===== src/rtl/alu_share_ctrl.sv =====
// Shared-ALU controller: round-robin arbitration of two requesters onto one
// integer ALU, with a registered per-requester result and response handshake.
module alu_share_ctrl #(
    parameter int XLEN = 32
) (
    input  logic            clk,
    input  logic            rst_n,
    input  logic            req0_valid,
    output logic            req0_ready,
    input  logic [3:0]      req0_op,
    input  logic [XLEN-1:0] req0_rs1,
    input  logic [XLEN-1:0] req0_rs2,
    input  logic            req1_valid,
    output logic            req1_ready,
    input  logic [3:0]      req1_op,
    input  logic [XLEN-1:0] req1_rs1,
    input  logic [XLEN-1:0] req1_rs2,
    output logic            rsp0_valid,
    input  logic            rsp0_ready,
    output logic [XLEN-1:0] rsp0_rd,
    output logic            rsp1_valid,
    input  logic            rsp1_ready,
    output logic [XLEN-1:0] rsp1_rd
);
    localparam int SHW = $clog2(XLEN);

    typedef enum logic [1:0] {IDLE, EXEC, RESP} state_t;

    state_t            state_q, state_d;
    logic              prio_q, prio_d;
    logic              gnt_q, gnt_d;
    logic [3:0]        op_q, op_d;
    logic [XLEN-1:0]   rs1_q, rs1_d;
    logic [XLEN-1:0]   rs2_q, rs2_d;
    logic [XLEN-1:0]   rd0_q, rd0_d;
    logic [XLEN-1:0]   rd1_q, rd1_d;
    logic              rsp0_valid_q, rsp0_valid_d;
    logic              rsp1_valid_q, rsp1_valid_d;
    logic              grant0, grant1;
    logic [XLEN-1:0]   alu_res;

    function automatic logic [XLEN-1:0] alu_f(input logic [3:0] op,
                                              input logic [XLEN-1:0] a,
                                              input logic [XLEN-1:0] b);
        logic [SHW-1:0] shamt;
        shamt = b[SHW-1:0];
        case (op)
            4'd0:    alu_f = a + b;
            4'd1:    alu_f = a - b;
            4'd2:    alu_f = a ^ b;
            4'd3:    alu_f = a | b;
            4'd4:    alu_f = a & b;
            4'd5:    alu_f = a << shamt;
            4'd6:    alu_f = a >> shamt;
            4'd7:    alu_f = $unsigned($signed(a) >>> shamt);
            4'd8:    alu_f = {{(XLEN-1){1'b0}}, ($signed(a) < $signed(b))};
            4'd9:    alu_f = {{(XLEN-1){1'b0}}, (a < b)};
            default: alu_f = '0;
        endcase
    endfunction

    // Round-robin: the pointer only breaks ties when both requesters are valid.
    assign grant0 = req0_valid & (~req1_valid | (prio_q == 1'b0));
    assign grant1 = req1_valid & (~req0_valid | (prio_q == 1'b1));

    assign req0_ready = (state_q == IDLE) & grant0;
    assign req1_ready = (state_q == IDLE) & grant1;
    assign rsp0_valid = rsp0_valid_q;
    assign rsp1_valid = rsp1_valid_q;
    assign rsp0_rd    = rd0_q;
    assign rsp1_rd    = rd1_q;
    assign alu_res    = alu_f(op_q, rs1_q, rs2_q);

    always_comb begin
        state_d      = state_q;
        prio_d       = prio_q;
        gnt_d        = gnt_q;
        op_d         = op_q;
        rs1_d        = rs1_q;
        rs2_d        = rs2_q;
        rd0_d        = rd0_q;
        rd1_d        = rd1_q;
        rsp0_valid_d = rsp0_valid_q;
        rsp1_valid_d = rsp1_valid_q;
        case (state_q)
            IDLE: begin
                if (grant0 | grant1) begin
                    gnt_d   = grant1;
                    op_d    = grant1 ? req1_op  : req0_op;
                    rs1_d   = grant1 ? req1_rs1 : req0_rs1;
                    rs2_d   = grant1 ? req1_rs2 : req0_rs2;
                    prio_d  = ~grant1;
                    state_d = EXEC;
                end
            end
            EXEC: begin
                if (gnt_q) begin
                    rd1_d        = alu_res;
                    rsp1_valid_d = 1'b1;
                end else begin
                    rd0_d        = alu_res;
                    rsp0_valid_d = 1'b1;
                end
                state_d = RESP;
            end
            RESP: begin
                // Only the grantee's ready can complete the response.
                if ((~gnt_q & rsp0_ready) | (gnt_q & rsp1_ready)) begin
                    rsp0_valid_d = 1'b0;
                    rsp1_valid_d = 1'b0;
                    state_d      = IDLE;
                end
            end
            default: begin
                rsp0_valid_d = 1'b0;
                rsp1_valid_d = 1'b0;
                state_d      = IDLE;
            end
        endcase
    end

    always_ff @(posedge clk or negedge rst_n) begin
        if (!rst_n) begin
            state_q      <= IDLE;
            prio_q       <= 1'b0;
            gnt_q        <= 1'b0;
            op_q         <= '0;
            rs1_q        <= '0;
            rs2_q        <= '0;
            rd0_q        <= '0;
            rd1_q        <= '0;
            rsp0_valid_q <= 1'b0;
            rsp1_valid_q <= 1'b0;
        end else begin
            state_q      <= state_d;
            prio_q       <= prio_d;
            gnt_q        <= gnt_d;
            op_q         <= op_d;
            rs1_q        <= rs1_d;
            rs2_q        <= rs2_d;
            rd0_q        <= rd0_d;
            rd1_q        <= rd1_d;
            rsp0_valid_q <= rsp0_valid_d;
            rsp1_valid_q <= rsp1_valid_d;
        end
    end
endmodule


===== config.mk =====
export PLATFORM = sky130hd
export DESIGN_NAME = alu_share_ctrl
export DESIGN_NICKNAME = d
export VERILOG_FILES = /design/src/rtl/alu_share_ctrl.sv
export SDC_FILE = /design/constraint.sdc
export NUM_CORES = 1
export LEC_CHECK = 0
export CORE_MARGIN = 2
export CORE_UTILIZATION = 31
export CTS_CLUSTER_SIZE = 25
export DETAILED_ROUTE_END_ITERATION = 12
export PLACE_DENSITY_LB_ADDON = 0.15
export SLEW_MARGIN = 10
export SYNTH_ARGS = -nofsm -noshare
export SYNTH_HDL_FRONTEND = slang
export SYNTH_SLANG_ARGS = --single-unit

===== constraint.sdc =====
create_clock -name clk -period 4.99 [get_ports clk]
set_input_delay 1.2475 -clock clk [delete_from_list [all_inputs] [get_ports clk]]
set_output_delay 1.2475 -clock clk [all_outputs]
set_load 0.03 [all_outputs]

# [Word-level counts from Yosys, hierarchy flattened]
# Cells that the tools add are included.
[totals] ff_bits=138 input_bits=142 out_inout_bits=68 elab_cells=71
[op_classes] add_sub_neg=2 magnitude_cmp=2 n_eq_ne=15 shift=3 mux=12 bitwise=19 n_reduce_logical=8
[ops] operator="$pmux 32 s10" n=1
[ops] operator="$lt 32x32->1" n=2
[ops] operator="$mux 32" n=2
[ops] operator="$add 32x32->32" n=1
[ops] operator="$and 32x32->32" n=1
[ops] operator="$or 32x32->32" n=1
[ops] operator="$shl 32x5->32" n=1
[ops] operator="$shr 32x5->32" n=1
[ops] operator="$sshr 32x5->32" n=1
[ops] operator="$sub 32x32->32" n=1
[ops] operator="$xor 32x32->32" n=1
[ops] operator="$eq 4x3->1 const B" n=4
[ops] operator="$eq 4x2->1 const B" n=2
[ops] operator="$eq 4x4->1 const B" n=2
[ops] operator="$reduce_and 2->1" n=4
[ops] operator="$and 1x1->1" n=6
[ops] operator="$ne 2x2->1 const B" n=3
[ops] operator="$not 1->1" n=6
[ops] operator="$pmux 1 s3" n=2
[ops] operator="$pmux 2 s3" n=1
[ops] operator="$reduce_and 3->1" n=2
[ops] operator="$eq 4x1->1 const B" n=1
[ops] operator="$logic_not 4->1" n=1
[ops] operator="$mux 2" n=2
[ops] operator="other kinds (7)" n=12

# [Depth between registers and ports, before layout]
[depth] word_depth=6 mapped_depth=15 mapped_depth_nobuf=12

# [Worst setup path before layout]
# Ideal clock, no wire load.
[synth_timing] path_kind="register to register" start="reg rs2_q[2]" end="reg rd0_q[30], in the netlist rsp0_rd[30]" setup_ns=0.125 arrival_ns=3.928 t_required_ns=4.865 setup_slack_ns=0.937 path_stages_with_launch=16 path_cell_list="dfrtp_1 inv_1 clkbuf_1 buf_2 buf_2 buf_2 ha_1 o21ba_2 or4_1 a21oi_1 a21oi_1 o41ai_4 a211oi_1 o211ai_1 o221ai_1 mux2_2"
[synth_via] elab_chain_len=2 elab_cells_between_ends=6 classes_between="add/sub: 2; shift: 3; mux: 1"
[synth_rtl] element="from (decl)" line="34" rtl="logic [XLEN-1:0] rs2_q, rs2_d;"
[synth_rtl] element="from (signal assigned)" line="140" rtl="rs2_q <= rs2_d;"
[synth_rtl] element="$sub 32x32->32, or another cell as far along" line="49" rtl="4'd1: alu_f = a - b;"
[synth_rtl] element="$pmux 32 s10 (*)" line="47" rtl="case (op)"
[synth_rtl] element="to (signal assigned)" line="141" rtl="rd0_q <= rd0_d;"
[synth_rtl] element="to (decl)" line="35" rtl="logic [XLEN-1:0] rd0_q, rd0_d;"
# Every way passes the cells marked *; elsewhere a longest branch is shown, timed or not.
# A chain may end at the register's enable or synchronous reset.

# [Worst setup path in the final report]
[layout_timing] start="in req1_valid" end="out req0_ready"
[layout_via] elab_chain_len=4
[layout_rtl] element="from (decl)" line="13" rtl="input logic req1_valid,"
[layout_rtl] element="$not 1->1" line="63" rtl="assign grant0 = req0_valid & (~req1_valid | (prio_q == 1'b0));"
[layout_rtl] element="$or 1x1->1" line="63"
[layout_rtl] element="$and 1x1->1" line="63"
[layout_rtl] element="$and 1x1->1" line="66" rtl="assign req0_ready = (state_q == IDLE) & grant0;"
[layout_rtl] element="to (decl)" line="9" rtl="output logic req0_ready,"
# No other way between the ends.

==> results.py <==
metrics = {
    "run_status": {
        "run_status": "complete, no violations",
    },
    "route": {
        "firstDrtPassIters": 6,
        "route.detailed.drc": 0,
        "via_count": 15470,
        "totalWireLength_um": 65760,
        "drtIter0Drc": 1736,
        "vias_per_cell": 6.025,
        "ant_nets": 0,
        "wl_per_cell_um": 25.62,
    },
    "cts": {
        "cts_max_path_buffers": 2,
        "clk_latency_ps": 460,
        "cts_buffers": 17,
        "cts_setup_buffers": 0,
        "clk_pin_slew_ps": 60,
        "ctsHoldBuffers": 0,
        "cts_root_buffer": "clkbuf_16",
        "cts_tree": "done",
        "cts.htree.levels": 4,
        "ctsResizeCount": 0,
        "clock_sinks": 138,
    },
    "setup_path": {
        "startpoint": "req1_valid",
        "cp_max_fo": 2,
        "worst-setup-path-type": "primary input to primary output",
        "rr_worst_depth": 11,
        "slowest_stage": "clkdlybuf4s50_1",
        "worst_setup_path_end_kind": "primary output",
        "rr_endpoint": "rsp0_rd[23]",
        "cpPeakStageDelay_ps": 750,
        "crit_arrival_ps": 2910,
        "crit_path_start_kind": "primary input",
        "crit_required_ps": 3740,
        "crit_chain": "clkdlybuf4s50_1 > a2111oi_2 > clkdlybuf4s50_1",
        "crit_end": "req0_ready",
        "r2r_setup_slack_ps": 980,
        "reg2reg_from": "rs1_q[6]",
        "crit_path_frequent_cell": "clkdlybuf4s50_1",
    },
    "synthesis": {
        "synth_area_um2": 14400,
        "synth_warnings": 0,
        "synth_edf_count": 0,
        "synth_compound_area_share_pct": 29.99,
        "yosys.area_share.simple_pct": 15.72,
        "ys_types": 83,
        "synth_ff_type": "dfrtp_1",
        "async_flop_share_pct": 100.0,
        "yosysSeqAreaShare_pct": 23.99,
        "synthAdderAreaFrac_pct": 8.883,
        "synth_top_family_by_area": "compound AO/OA/AOI/OAI gates",
        "ys_ff_latch": 138,
        "syn-num-nets": 2055,
        "synth_cells": 1812,
        "muxShareOfSynthArea_pct": 14.22,
        "syn_area_per_cell_um2": 7.944,
        "synth_xor_area_share_pct": 0.5476,
    },
    "place": {
        "dp_hpwl_um": 51250,
        "routabilityCongestion": 0.9677,
        "io_buffers": 209,
        "dpl_cell_area_um2": 17120,
    },
    "floorplanning": {
        "die_w_um": 219.5,
        "core_um2": 45580,
        "start_util_pct": 31.58,
        "die_y_um": 219.5,
        "ios": 210,
        "rows": 78,
        "die-area_um2": 48180,
    },
    "sta": {
        "final-hold-violation-count": 0,
        "fin_setup_tns_ps": 0,
        "worst_pin_slew_ps": 1134,
        "rsz0062_at_grt": "false",
        "fin_skew_ps": 8.985,
        "slew-limit-headroom_pct": 24.14,
        "slew_violations": 0,
        "clock.fmax_mhz": 240.8,
        "period_needed_ps": 4153,
        "setup_violations": 0,
        "min_period_over_period_pct": 83.23,
    },
    "cells_and_area": {
        "most-common-layout-cells": "clkdlybuf4s50_1 (207), nand2_1 (197), o21ai_0 (190)",
        "syn_to_final_growth_pct": 22.98,
        "insertedDiodeCount": 0,
        "final_common_cell": "clkdlybuf4s50_1",
        "drive_gt1_share_pct": 8.948,
        "final_area_um2": 17700,
        "final_net_count": 2198,
    },
    "grt": {
        "antenna_found_initial": 0,
        "use_met3_pct": 4.058,
        "grt_pass1_wl_um": 97160,
        "gr-usage-met1_pct": 40.48,
        "grt-busiest-layer": "met1",
        "met2_usage_pct": 40.47,
        "grt_max_degree": 95,
        "grt_overflow": 0,
        "grt_use_total_pct": 27.40,
        "grt_pass1_vias": 14560,
    },
    "worst_hold_path": {
        "min_path_type": "register to register",
    },
    "flow_run": {
        "cap_viol_max_count": 0,
    },
}
==> sequential cells by signal (all words and copies together) (netlist names) <==
name / count
rs1_q: 32
rs2_q: 32
rsp0_rd: 32
rsp1_rd: 32
op_q: 4
state_q: 2
gnt_q: 1
prio_q: 1
rsp0_valid: 1
rsp1_valid: 1
==> worst min path at each step <==
stage	start	slack (ps)	cells after the start	endpoint
2_1_floorplan	prio_q	470	1	prio_q
3_3_place_gp	rsp1_rd[9]	460	2	rsp1_rd[9]
3_5_place_dp	rsp1_rd[19]	470	2	rsp1_rd[19]
4_1_cts	rsp1_rd[19]	480	2	rsp1_rd[19]
5_1_grt	rsp1_rd[11]	490	2	rsp1_rd[11]
6_report	rsp1_rd[21]	480	2	rsp1_rd[21]
==> metrics by stage <==
stage          worst slack [ps]  hold slack, ps  util, %  instances
2_1_floorplan             937.4           469.9        -       1812
3_3_place_gp              820.4           461.7    37.57       2535
3_5_place_dp              835.7           470.1    37.57       2535
4_1_cts                   819.9           483.4    38.80       2566
5_1_grt                   699.6           494.7    38.84       2567
6_report                  837.0           475.7    38.84       2567
==> cells in the mapped netlist (all sizes together) (20+ instances only) <==
cell type  count  area share, %
a211oi        30            1.6
a21oi        157            5.5
a221oi        21            1.3
a22oi         42            2.2
a31oi         20           0.87
buf           38            1.4
clkbuf        98            2.6
dfrtp        138             24
ha            99            8.6
inv          103            2.7
mux2          28            2.2
mux2i         92            6.4
mux4          36            5.6
nand2        197            5.1
nand3         27           0.94
nor2         149            3.9
nor3          32            1.1
o211ai        30            1.6
o21ai        194            6.7
==> cell type report <==
class | count | area, µm²
fill | 4729 | 27870
clock inverter | 13 | 130.1
multi-input combinational | 1434 | 10030
tap | 600 | 750.7
inverter | 104 | 390.4
sequential | 138 | 3461
clock buffer | 18 | 429.2
timing repair buffer | 260 | 2511
==> worst max-delay path, delay by kind of cell <==
kind                   cells  cell delay (ps)
buffers and inverters      2             1230
AOI/OAI and AO/OA          1              430
==> per-layer routing <==
layer	part of all wire, %	vias up	wire length (µm)
li1	-	7011	-
met1	47	7594	30790
met2	43	760	27990
met3	7.5	101	4964
met4	3.1	0	2024
met5	0	-	0
==> kinds of logic after synthesis <==
kind of cell | count (synthesis)
compound gates | 665
simple gates | 503
buf+inv | 240
mux | 156
flops | 138
fa+ha+maj | 101
xor+xnor | 9
Power is left out: the tool's default activity adds up to more than one toggle a clock period on the data nets, which glitch-free logic cannot reach.
